### config.mk
export PLATFORM = sky130hd
export DESIGN_NAME = control_sequencer_flat
export DESIGN_NICKNAME = d
export VERILOG_FILES = /design/src/rtl/control_sequencer_pkg.sv /design/src/rtl/control_sequencer_if.sv /design/src/rtl/control_sequencer_status_register.sv /design/src/rtl/control_sequencer.sv /design/src/flat_wrapper.sv
export SDC_FILE = /design/constraint.sdc
export NUM_CORES = 1
export LEC_CHECK = 0
export CORE_MARGIN = 4
export CORE_UTILIZATION = 27
export CTS_BUF_LIST = sky130_fd_sc_hd__clkbuf_16
export DETAILED_ROUTE_END_ITERATION = 10
export PLACE_DENSITY = 0.87
export SLEW_MARGIN = 20
export SYNTH_ARGS = -nofsm -noshare
export SYNTH_HDL_FRONTEND = slang
export SYNTH_SLANG_ARGS = --single-unit
export TNS_END_PERCENT = 50
### constraint.sdc
create_clock -name clock_i -period 1.3 [get_ports clock_i]
set_input_delay 0.195 -clock clock_i [delete_from_list [all_inputs] [get_ports clock_i]]
set_output_delay 0.195 -clock clock_i [all_outputs]
set_load 0.03 [all_outputs]
### src/rtl/control_sequencer_pkg.sv
// Shared widths, control-word field map, canned control words and phase/state codes.
package control_sequencer_pkg;

    localparam int unsigned IW = 32;
    localparam int unsigned CW = 33;
    localparam int unsigned DW = 64;

    // Control word field indices
    localparam int unsigned CwAluEn    = 32;
    localparam int unsigned CwAluBs    = 31;
    localparam int unsigned CwRfBEn    = 25;
    localparam int unsigned CwRfW      = 9;
    localparam int unsigned CwRamEn    = 8;
    localparam int unsigned CwRamW     = 7;
    localparam int unsigned CwPcEn     = 6;
    localparam int unsigned CwPcFsLo   = 4;
    localparam int unsigned CwPcIs     = 3;
    localparam int unsigned CwStatusLd = 2;

    // Canned words: idle is all zero; stall reads RAM with PC held; fetch reads RAM and steps PC+4.
    localparam logic [CW-1:0] CW_IDLE  = '0;
    localparam logic [CW-1:0] CW_STALL = CW'(1) << CwRamEn;
    localparam logic [CW-1:0] CW_FETCH = (CW'(1) << CwRamEn) | (CW'(1) << CwPcFsLo);

    typedef enum logic {
        PhFetch = 1'b0,
        PhExec  = 1'b1
    } phase_e;

    localparam logic [1:0] ST_0 = 2'b00;
    localparam logic [1:0] ST_1 = 2'b01;
    localparam logic [1:0] ST_2 = 2'b10;
    localparam logic [1:0] ST_3 = 2'b11;

endpackage

### src/rtl/control_sequencer_if.sv
// Bus bundle between the sequencer (master) and the surrounding control unit/datapath (slave).
interface control_sequencer_if;
    import control_sequencer_pkg::*;

    logic [DW-1:0] data_bus;
    logic          mem_ready;
    logic [CW-1:0] cw_in;
    logic [3:0]    alu_flags;
    logic          alu_zero;
    logic [IW-1:0] instr;
    logic [1:0]    state;
    logic [4:0]    status;
    logic [CW-1:0] cw_out;
    logic          fetching;

    modport master (
        input  data_bus, mem_ready, cw_in, alu_flags, alu_zero,
        output instr, state, status, cw_out, fetching
    );

    modport slave (
        output data_bus, mem_ready, cw_in, alu_flags, alu_zero,
        input  instr, state, status, cw_out, fetching
    );

endinterface

### src/rtl/control_sequencer_status_register.sv
// 4-bit {V,C,N,Z} flag register with load enable.
module control_sequencer_status_register (
    input  logic       clock_i,
    input  logic       reset_ni,
    input  logic       ld_i,
    input  logic [3:0] d_i,
    output logic [3:0] q_o
);

    logic [3:0] flags_q;

    // Capture flags only when loading; async clear.
    always_ff @(posedge clock_i or negedge reset_ni) begin
        if (!reset_ni) begin
            flags_q <= 4'b0000;
        end else if (ld_i) begin
            flags_q <= d_i;
        end
    end

    assign q_o = flags_q;

endmodule

### src/rtl/control_sequencer.sv
// Fetch/execute sequencer: owns IR, execute state, phase and flags; muxes the control word.
module control_sequencer
    import control_sequencer_pkg::*;
(
    input  logic                 clock_i,
    input  logic                 reset_ni,
    control_sequencer_if.master  bus
);

    phase_e        phase_q, phase_d;
    logic [IW-1:0] ir_q, ir_d;
    logic [1:0]    state_q, state_d;
    logic [CW-1:0] cw;
    logic          fetching;
    logic          flags_ld;
    logic [3:0]    flags;
    logic          unused_bus_hi;

    // Only the low instruction-width bits of the bus feed the IR.
    assign unused_bus_hi = ^bus.data_bus[DW-1:IW];

    // Phase, IR and execute-state registers.
    always_ff @(posedge clock_i or negedge reset_ni) begin
        if (!reset_ni) begin
            phase_q <= PhFetch;
            ir_q    <= '0;
            state_q <= ST_0;
        end else begin
            phase_q <= phase_d;
            ir_q    <= ir_d;
            state_q <= state_d;
        end
    end

    // Next-state and control-word selection; reset forces the word to idle so no write can commit.
    always_comb begin
        phase_d  = phase_q;
        ir_d     = ir_q;
        state_d  = state_q;
        cw       = CW_IDLE;
        fetching = 1'b0;
        flags_ld = 1'b0;
        unique case (phase_q)
            PhFetch: begin
                fetching = 1'b1;
                if (bus.mem_ready) begin
                    cw      = CW_FETCH;
                    ir_d    = bus.data_bus[IW-1:0];
                    state_d = ST_0;
                    phase_d = PhExec;
                end else begin
                    cw = CW_STALL;
                end
            end
            PhExec: begin
                cw       = bus.cw_in;
                state_d  = bus.cw_in[1:0];
                flags_ld = bus.cw_in[CwStatusLd];
                if (bus.cw_in[1:0] == ST_0) begin
                    phase_d = PhFetch;
                end
            end
            default: begin
                phase_d = PhFetch;
            end
        endcase
        if (!reset_ni) begin
            cw       = CW_IDLE;
            fetching = 1'b1;
            flags_ld = 1'b0;
        end
    end

    control_sequencer_status_register u_status_reg (
        .clock_i  (clock_i),
        .reset_ni (reset_ni),
        .ld_i     (flags_ld),
        .d_i      (bus.alu_flags),
        .q_o      (flags)
    );

    assign bus.instr    = ir_q;
    assign bus.state    = state_q;
    assign bus.status   = {bus.alu_zero, flags};
    assign bus.cw_out   = cw;
    assign bus.fetching = fetching;

endmodule

### src/flat_wrapper.sv
// flat-port wrapper written by rule: the top's interface ports become plain ports
module control_sequencer_flat import control_sequencer_pkg::*;
  (clock_i, reset_ni, bus_data_bus, bus_mem_ready, bus_cw_in, bus_alu_flags, bus_alu_zero, bus_instr, bus_state, bus_status, bus_cw_out, bus_fetching);
  control_sequencer_if bus_i ();
  input  logic clock_i;
  input  logic reset_ni;
  input wire logic [$bits(bus_i.data_bus)-1:0] bus_data_bus;
  input wire logic [$bits(bus_i.mem_ready)-1:0] bus_mem_ready;
  input wire logic [$bits(bus_i.cw_in)-1:0] bus_cw_in;
  input wire logic [$bits(bus_i.alu_flags)-1:0] bus_alu_flags;
  input wire logic [$bits(bus_i.alu_zero)-1:0] bus_alu_zero;
  output wire logic [$bits(bus_i.instr)-1:0] bus_instr;
  output wire logic [$bits(bus_i.state)-1:0] bus_state;
  output wire logic [$bits(bus_i.status)-1:0] bus_status;
  output wire logic [$bits(bus_i.cw_out)-1:0] bus_cw_out;
  output wire logic [$bits(bus_i.fetching)-1:0] bus_fetching;
  assign bus_i.data_bus = bus_data_bus;
  assign bus_i.mem_ready = bus_mem_ready;
  assign bus_i.cw_in = bus_cw_in;
  assign bus_i.alu_flags = bus_alu_flags;
  assign bus_i.alu_zero = bus_alu_zero;
  assign bus_instr = bus_i.instr;
  assign bus_state = bus_i.state;
  assign bus_status = bus_i.status;
  assign bus_cw_out = bus_i.cw_out;
  assign bus_fetching = bus_i.fetching;
  control_sequencer u_core (.clock_i(clock_i), .reset_ni(reset_ni), .bus(bus_i));
endmodule
; ---- Word-level counts from Yosys, hierarchy flattened
; Cells that the tools add are included.
[classes]
reduce_logical = 2
mux = 12
eq_ne = 1
n_bitwise = 1
[op_table]
columns = op, n
row1 = $pmux 33 s2, 1
row2 = $mux 33, 1
row3 = $mux 1, 6
row4 = $mux 5, 1
row5 = $pmux 2 s2, 1
row6 = $logic_not 2->1, 1
row7 = $mux 2, 1
row8 = $ne 2x2->1 const B, 1
row9 = $pmux 1 s2, 1
row10 = $reduce_and 2->1, 1
row11 = $not 1->1, 1
[totals]
word_cells = 20
inputBits = 105
output_inout_bits = 73
regBits = 39

; ---- Depth between registers and ports, before layout
; Gate-level depths: netlist (run 1).
[logic_depth]
ltp_word = 3
mapped_depth = 4

; ---- Modules after synthesis
; From an unflattened synthesis (run 1), not the netlist that was laid out.
[hier_totals]
hier_cells = 130
hier_area_um2 = 1836.8
[by_module_without_submodules]
columns = mod, cells_per_inst, seq_area_each_um2, n_inst, area_per_inst_um2
row1 = control_sequencer, 122, 875.8, 1, 1691.6
row2 = control_sequencer_status_register, 8, 100.1, 1, 145.1

; ---- Least setup slack after synthesis (run 1)
; Ideal clock, no wire load.
[synth_path]
path_kind = register to output
startpoint = reg u_core.phase_q
endpoint = out bus_cw_out[8]
path_slack_ns = -0.299
arrival_time_ns = 1.404
path_stages_with_launch = 4
cell_sequence = dfrtp_1 > buf_2 > clkbuf_1 > a21boi_0
[synth_between]
elab_chain_cells = 3
[synth_lines]
columns = item, line_no
row1 = "start, declared", control_sequencer.sv:10  ; phase_e phase_q, phase_d;
row2 = "start signal, assigned", control_sequencer.sv:25  ; phase_q <= PhFetch;
row3 = "start signal, assigned", control_sequencer.sv:29  ; phase_q <= phase_d;
row4 = $not 1->1 (no line), -
row5 = $pmux 33 s2 *, control_sequencer.sv:43  ; unique case (phase_q)
row6 = $mux 33 *, control_sequencer.sv:67  ; if (!reset_ni) begin
row7 = "end, declared", flat_wrapper.sv:15  ; output wire logic [$bits(bus_i.cw_out)-1:0] bus_cw_out;
; Every way passes the cells marked *; elsewhere a longest branch is shown, timed or not.

; ---- Worst setup path after layout (run 1)
[layout_path]
startpoint = reg u_core.phase_q
endpoint = out bus_cw_out[11]
; Same word-level chain as after synthesis.

==> flow_summary.rst, run 1 <==
.. list-table::
   :header-rows: 1

   * - Metric
     - Value
   * - Initial cell density of the core
     - 28.3%
   * - Area used by multi-input combinational logic
     - 935 um2
   * - Grt total ovfl
     - 0
   * - Part of the cycle the worst path needs
     - 117%
   * - Final Critical Period
     - 1530 ps
   * - Number of buffers added by the clock tree synthesis step
     - 5
   * - Placer Congestion
     - 0.731
   * - Post-synthesis cell area
     - 1840 um2
   * - Detail Route Antenna Nets
     - 0
   * - Area share of the largest cell type after synthesis
     - 53.1%
   * - IO Count
     - 178
   * - Core Rows
     - 29
   * - Final Routed Wirelength
     - 6440 um
   * - Clock transition at the register clock pins on the worst setup and hold paths after CTS
     - 60 ps
   * - Leak Pwr
     - 1.82 nW
   * - Vertical extent of the die
     - 90.5 um
   * - Initial antenna violation count
     - 0
   * - TritonCTS sink count
     - 39
   * - H-Tree Level Count
     - 2
   * - Non-filler cells in the finished layout
     - 368
   * - Type of origin of the critical path
     - flop
   * - Clock network latency to the later pin of the worst-skew pair
     - 280 ps
   * - Psw
     - 1.90 mW
   * - Detailed Route Iter0 Violations
     - 13
   * - Pre-Repair DR Iteration Count
     - 2
   * - Portion of total power attributed to combinational logic
     - 43.2%
   * - Final setup skew
     - 6.31 ps
   * - Number of diodes
     - 0
   * - Number of fill cells in the layout
     - 517
   * - Sum of net half-perimeters after detailed placement
     - 4230 um
   * - Pins Over Slew Limit
     - 0
   * - Root buffer selected by CTS
     - sky130_fd_sc_hd__clkbuf_16
   * - Top flip-flop cell by instance count after synthesis
     - sky130_fd_sc_hd__dfrtp_1
   * - Netlist cell types
     - 18
   * - Kind of end point of the critical path
     - primary output
   * - Status
     - finished, violations left
   * - Mean cell area of the mapped netlist
     - 14.0 um2
   * - Area growth from synthesis to layout
     - 114%
   * - Number of enable flip-flop cells after synthesis
     - 0
   * - Total area of sequential cells
     - 977 um2
   * - Most frequent cells after synthesis
     - sky130_fd_sc_hd__dfrtp_1 (39), sky130_fd_sc_hd__and3_1 (30), sky130_fd_sc_hd__mux2_4 (29)
   * - Via count of the routed design
     - 1715
   * - Arrival time of data at the critical path endpoint
     - 1330 ps
   * - Cells after Synth
     - 131
   * - Fraction of final layout cells with drive strength greater than 1
     - 45.4%
   * - Type of the worst setup path
     - reg -> out
   * - Vias per Instance
     - 4.66
   * - Most frequent cell after synthesis
     - sky130_fd_sc_hd__dfrtp_1
   * - Share of flip-flops with an asynchronous set or reset
     - 100%
   * - Slew margin rel.
     - 77.6%
   * - Flip-flop and latch count after synthesis
     - 39
   * - Pin count of the biggest net entering global routing
     - 28
   * - Net count of the mapped netlist
     - 236
   * - Unrepaired setup endpoints after global routing
     - true
   * - Max rail drop VDD
     - 588 uV
   * - Share of total power consumed by net switching
     - 33.0%
   * - Reg2reg setup slack
     - -80 ps
   * - DRC errors left
     - 0
   * - Max Fanout on Critical Path
     - 7
   * - Total Nets Final
     - 395
   * - Peak Freq
     - 0.656 GHz
   * - Sequential cell area fraction in the yosys report
     - 53.1%
   * - Area of the die
     - 8200 um2
   * - Most area-consuming cells after synthesis
     - sky130_fd_sc_hd__dfrtp_1 (53%), sky130_fd_sc_hd__mux2_4 (24%), sky130_fd_sc_hd__and3_1 (10%)
   * - Number of global-route vias before repair
     - 1820
   * - Int Pwr
     - 3.85 mW
   * - Final hold slack
     - 28.1 ps
   * - Transition time at the pin with the least slew margin
     - 338 ps
   * - Largest area contributor in the netlist
     - sky130_fd_sc_hd__dfrtp_1
   * - Power density normalized to cell area
     - 1460 nW/um2
   * - Violations in the final reports
     - setup timing
   * - Finish-stage setup viols
     - 53
   * - Min-Delay Path Class
     - in -> async
   * - Number of instances in the placed design
     - 346
   * - Overall global routing resource usage
     - 14.0%
   * - Final Util
     - 60.7%
   * - Register share of total power
     - 29.6%
   * - Die boundary width
     - 90.5 um
   * - YS warnings
     - 0
   * - Port buffer count
     - 143
   * - Critical path required time
     - 1110 ps
   * - Clock network fraction of total power
     - 27.1%
   * - Average detailed-routed wire length per instance
     - 17.5 um
   * - Reported max-cap violation count
     - 0
   * - Clock tree from TritonCTS
     - yes
   * - Worst-case setup margin in the final layout
     - -225 ps
   * - Largest buffer count on any clock path
     - 2
   * - First-pass GRT wire length
     - 9290 um
   * - Number of failing hold endpoints at the final stage
     - 0
   * - Placeable core region
     - 6490 um2
[path summary, 6_finish.rpt]
| check | endpoint | from | depth (start not counted) |
|---|---|---|---|
| min in group clock_i | bus_status[4] | bus_alu_zero | 0 |
| max in group asynchronous | u_core.phase_q | reset_ni | 3 |
| worst min register to register | u_core.bus.instr[4] | u_core.bus.instr[4] | 1 |
| worst min-delay path | u_core.bus.instr[26] | reset_ni | 2 |
| worst max-delay path | bus_cw_out[11] | u_core.phase_q | 4 |
| worst max register to register | u_core.bus.instr[8] | u_core.phase_q | 4 |
[worst max-delay path, cell delays in order (launching register included)]
cell	delay, ps
sky130_fd_sc_hd__dfrtp_2	460
sky130_fd_sc_hd__buf_12	160
sky130_fd_sc_hd__clkbuf_16	150
sky130_fd_sc_hd__and3_4	150
sky130_fd_sc_hd__buf_6	130
[layer usage]
metal	track usage, %	wire length (um)	vias to the layer above
met5	0	0	-
met4	3.06	38	0
met3	5.00	672	4
met2	22.6	3110	104
met1	18.1	2630	826
li1	-	-	781
[repair_timing]
action	CTS	global route
hold buffers	2	0
endpoints found under the hold margin	5	0
gates cloned	2	3
setup buffers	2	6
pin swaps	0	1
endpoints found under the setup margin	87	67
gates resized for setup	71	43
[cell usage in the layout (no fill, tap or decap), types with 2 or more instances in the layout]
cell,netlist,final
sky130_fd_sc_hd__buf_4,2,10
sky130_fd_sc_hd__clkbuf_16,0,7
sky130_fd_sc_hd__dlygate4sd2_1,0,37
sky130_fd_sc_hd__and3_4,0,28
sky130_fd_sc_hd__dlygate4sd3_1,0,2
sky130_fd_sc_hd__clkdlybuf4s50_1,0,70
sky130_fd_sc_hd__mux2_4,29,31
sky130_fd_sc_hd__inv_1,2,3
sky130_fd_sc_hd__and3_1,30,2
sky130_fd_sc_hd__mux2_2,7,5
sky130_fd_sc_hd__nor2_1,2,2
sky130_fd_sc_hd__buf_6,4,35
sky130_fd_sc_hd__buf_12,0,7
sky130_fd_sc_hd__a22o_1,2,2
sky130_fd_sc_hd__bufinv_16,0,2
sky130_fd_sc_hd__dfrtp_1,39,38
[through the flow]
| step | TNS [ps] | area, um2 | setup WS, ps | total power [mW] |
|---|---|---|---|---|
| after floorplan | 0 | 1840 | 5.69 | 3.05 |
| after global placement | -8270 | 3300 | -309 | 4.11 |
| after detailed placement | -9630 | 3300 | -343 | 4.16 |
| after CTS | -7690 | 3670 | -231 | 5.65 |
| after global routing | -9440 | 3940 | -270 | 5.99 |
| final | -7510 | 3940 | -225 | 5.75 |
[power groups by stage]
stage	sequential, mW	combinational, mW	clock [mW]
2_1_floorplan	2.33	0.729	0
3_3_place_gp	1.72	2.38	0
3_5_place_dp	1.73	2.43	0
4_1_cts	1.70	2.36	1.59
5_1_grt	1.75	2.59	1.65
6_report	1.70	2.49	1.56
[kinds of logic (layout without fill, tap and decap cells)]
group	Yosys count	in the layout	share of synthesized area, %
flops	39	39	53.1
mux	36	36	28.0
simple gates	36	36	11.8
buf+inv	15	175	5.17
compound gates	5	5	2.04
[registers in the layout, indices dropped and copies added (netlist names)]
signal,cells
u_core.bus.instr,32
u_core.u_status_reg.q_o,4
u_core.bus.state,2
u_core.phase_q,1
[final cells by class]
cell class                 count  area share [%]
tap                           77            2.44
multi-input combinational     77            23.7
timing repair buffer         165            44.1
clock buffer                   5            3.17
inverter                       2           0.190
clock inverter                 3            1.62
sequential                    39            24.8
(Power assumes the default switching activity.)
==> run 2, diff against run 1 <==
RECOVER_POWER = 25   (was default)
TNS_END_PERCENT = default   (was 50)
==> flow_summary.rst, run 2 (synthesis gave the netlist of run 1 again) <==
.. list-table::
   :header-rows: 1

   * - Metric
     - Value
   * - Status
     - finished, violations left
   * - Violations in the final reports
     - setup timing
   * - Final setup skew
     - 5.85 ps (-0.455 ps)
   * - Final Routed Wirelength
     - 6530 um (+1.4%)
   * - Transition time at the pin with the least slew margin
     - 598 ps (+260 ps)
   * - Via count of the routed design
     - 1722 (+0.41%)
   * - Clock tree from TritonCTS
     - yes
   * - Vias per Instance
     - 4.65 (-0.13%)
   * - Pin count of the biggest net entering global routing
     - 28 (unchanged)
   * - Kind of end point of the critical path
     - primary output
   * - Area of the die
     - 8200 um2 (unchanged)
   * - Reg2reg setup slack
     - -150 ps (-70 ps)
   * - Worst-case setup margin in the final layout
     - -226 ps (-0.329 ps)
   * - Overall global routing resource usage
     - 14.5% (+0.42 points)
   * - Type of the worst setup path
     - reg -> out
   * - Number of buffers added by the clock tree synthesis step
     - 5 (unchanged)
   * - Part of the cycle the worst path needs
     - 117% (about the same)
   * - Pins Over Slew Limit
     - 0 (unchanged)
   * - M1 WL
     - 2660 um (+1.0%)
   * - Critical path required time
     - 1110 ps (about the same)
   * - Fraction of final layout cells with drive strength greater than 1
     - 45.1% (-0.31 points)
   * - DRC errors left
     - 0 (unchanged)
   * - Detail Route Antenna Nets
     - 0 (unchanged)
   * - Root buffer selected by CTS
     - sky130_fd_sc_hd__clkbuf_16
   * - Final hold slack
     - 292 ps (+264 ps)
   * - CP max stage delay
     - 460 ps (about the same)
   * - Total Nets Final
     - 397 (+0.51%)
   * - Number of global-route vias before repair
     - 1854 (+1.9%)
   * - Initial cell density of the core
     - 28.3% (unchanged)
   * - Sum of net half-perimeters after detailed placement
     - 4230 um (unchanged)
   * - Type of origin of the critical path
     - flop
   * - Cell breakdown of the critical path
     - buf_12, clkbuf_16, and3_4, buf_6
   * - Core Rows
     - 29 (unchanged)
   * - Power density normalized to cell area
     - 1450 nW/um2 (-0.38%)
   * - Arrival time of data at the critical path endpoint
     - 1330 ps (about the same)
   * - Pre-Repair DR Iteration Count
     - 2 (unchanged)
   * - Die boundary width
     - 90.5 um (unchanged)
   * - TritonCTS sink count
     - 39 (unchanged)
   * - H-Tree Level Count
     - 2 (unchanged)
   * - Number of failing hold endpoints at the final stage
     - 0 (unchanged)
   * - Launch point of the worst reg-to-reg path
     - u_core.phase_q
   * - Top routing layer used
     - met4
   * - Placer Congestion
     - 0.731 (unchanged)
   * - Max stage delay cell, worst path
     - sky130_fd_sc_hd__dfrtp_2
   * - Min-Delay Path Class
     - in -> async
   * - Most common library cell in the layout ignoring fill and taps
     - sky130_fd_sc_hd__clkdlybuf4s50_1
   * - Max rail drop VDD
     - 588 uV (about the same)
   * - Clock network latency to the later pin of the worst-skew pair
     - 280 ps (about the same)
   * - Slew margin rel.
     - 60.1% (-17 points)
   * - Unrepaired setup endpoints after global routing
     - true
   * - Reported max-cap violation count
     - 0 (unchanged)
   * - Max Fanout on Critical Path
     - 7 (unchanged)
   * - Leak Pwr
     - 1.83 nW (+0.72%)
   * - Average detailed-routed wire length per instance
     - 17.7 um (+0.80%)
   * - First-pass GRT wire length
     - 9520 um (+2.5%)
   * - Vertical extent of the die
     - 90.5 um (unchanged)
   * - Final Critical Period
     - 1530 ps (+0.329 ps)
   * - Number of flip-flops in the largest register
     - 32 (unchanged)
   * - Number of diodes
     - 0 (unchanged)
   * - Placeable core region
     - 6490 um2 (unchanged)
   * - Largest buffer count on any clock path
     - 2 (unchanged)
   * - DR WL met3
     - 672 um (unchanged)
   * - Final Util
     - 61.1% (+0.46 points)
   * - Port buffer count
     - 143 (unchanged)
   * - Clock transition at the register clock pins on the worst setup and hold paths after CTS
     - 60 ps (about the same)
   * - Cell depth of the worst flop-to-flop path
     - 5 (+1)
   * - Peak Freq
     - 0.655 GHz (about the same)
   * - Area growth from synthesis to layout
     - 116%
   * - Detailed Route Iter0 Violations
     - 16 (+3)
   * - Commonest non-fill, non-tap cells in the layout
     - sky130_fd_sc_hd__clkdlybuf4s50_1 (70), sky130_fd_sc_hd__dfrtp_1 (38), sky130_fd_sc_hd__dlygate4sd2_1 (37)
   * - Grt total ovfl
     - 0 (unchanged)
   * - Initial antenna violation count
     - 0 (unchanged)
   * - Finish-stage setup viols
     - 67 (+26%)
   * - Met2 wirelength from detailed routing
     - 3170 um (+1.9%)
   * - RR Endpoint
     - u_core.bus.instr[8]
   * - IO Count
     - 178 (unchanged)
[run 2: power breakdown]
| group | internal, mW | switching [mW] | leakage, nW |
|---|---|---|---|
| clock network | 1.09 | 0.468 | 0.0952 |
| registers | 1.53 | 0.176 | 0.456 |
| logic | 1.25 | 1.26 | 1.28 |
[run 2: worst max-delay path, delay by kind of cell (launching register included)]
family	cells	cell delay, ps
buffers and inverters	3	440
DFF	1	460
and+or+nand+nor	1	150
[run 2: per-stage QoR]
step / TNS (ps) / area, um2 / setup WS, ps / total power [mW] / cells
5_1_grt: -10040 / 3970 / -266 / 6.01 / 370
2_1_floorplan: 0 / 1840 / 5.69 / 3.05 / 131
4_1_cts: -8090 / 3720 / -231 / 5.69 / 363
6_report: -8060 / 3970 / -226 / 5.77 / 370
3_5_place_dp: -9630 / 3300 / -343 / 4.16 / 346
3_3_place_gp: -8270 / 3300 / -309 / 4.11 / 346
[run 2: worst max-delay path by stage]
stage / start / end / cells past startpoint
after detailed placement: bus_mem_ready / bus_cw_out[4] / 5
after global placement: bus_mem_ready / bus_cw_out[4] / 5
after CTS: u_core.phase_q / bus_cw_out[25] / 3
after floorplan: u_core.phase_q / bus_cw_out[17] / 3
final: u_core.phase_q / bus_cw_out[11] / 4
after global routing: u_core.phase_q / bus_cw_out[4] / 4
[run 2: cell type report]
type | instances | area, um2
clock buffers | 5 | 125
clock inverters | 3 | 63.8
fillers | 513 | 2520
inverters | 2 | 7.51
multi-input cells | 77 | 938
flip-flops and latches | 39 | 977
well taps | 77 | 96.3
repair buffers | 167 | 1760
[run 2: metal layers]
metal  vias to the layer above  GRT usage (%)
li1                        786              -
met1                       828           18.6
met2                       104           23.4
met3                         4           5.08
met4                         0           3.06
met5                         -              0
[run 2: repair_timing]
| item | CTS | global route |
|---|---|---|
| gates cloned | 3 | 3 |
| setup buffers | 4 | 5 |
| pin swaps | 0 | 1 |
| resized for setup | 74 | 42 |
| hold buffers | 2 | 0 |
| setup endpoints to repair | 87 | 69 |
| endpoints found under the hold margin | 5 | 0 |
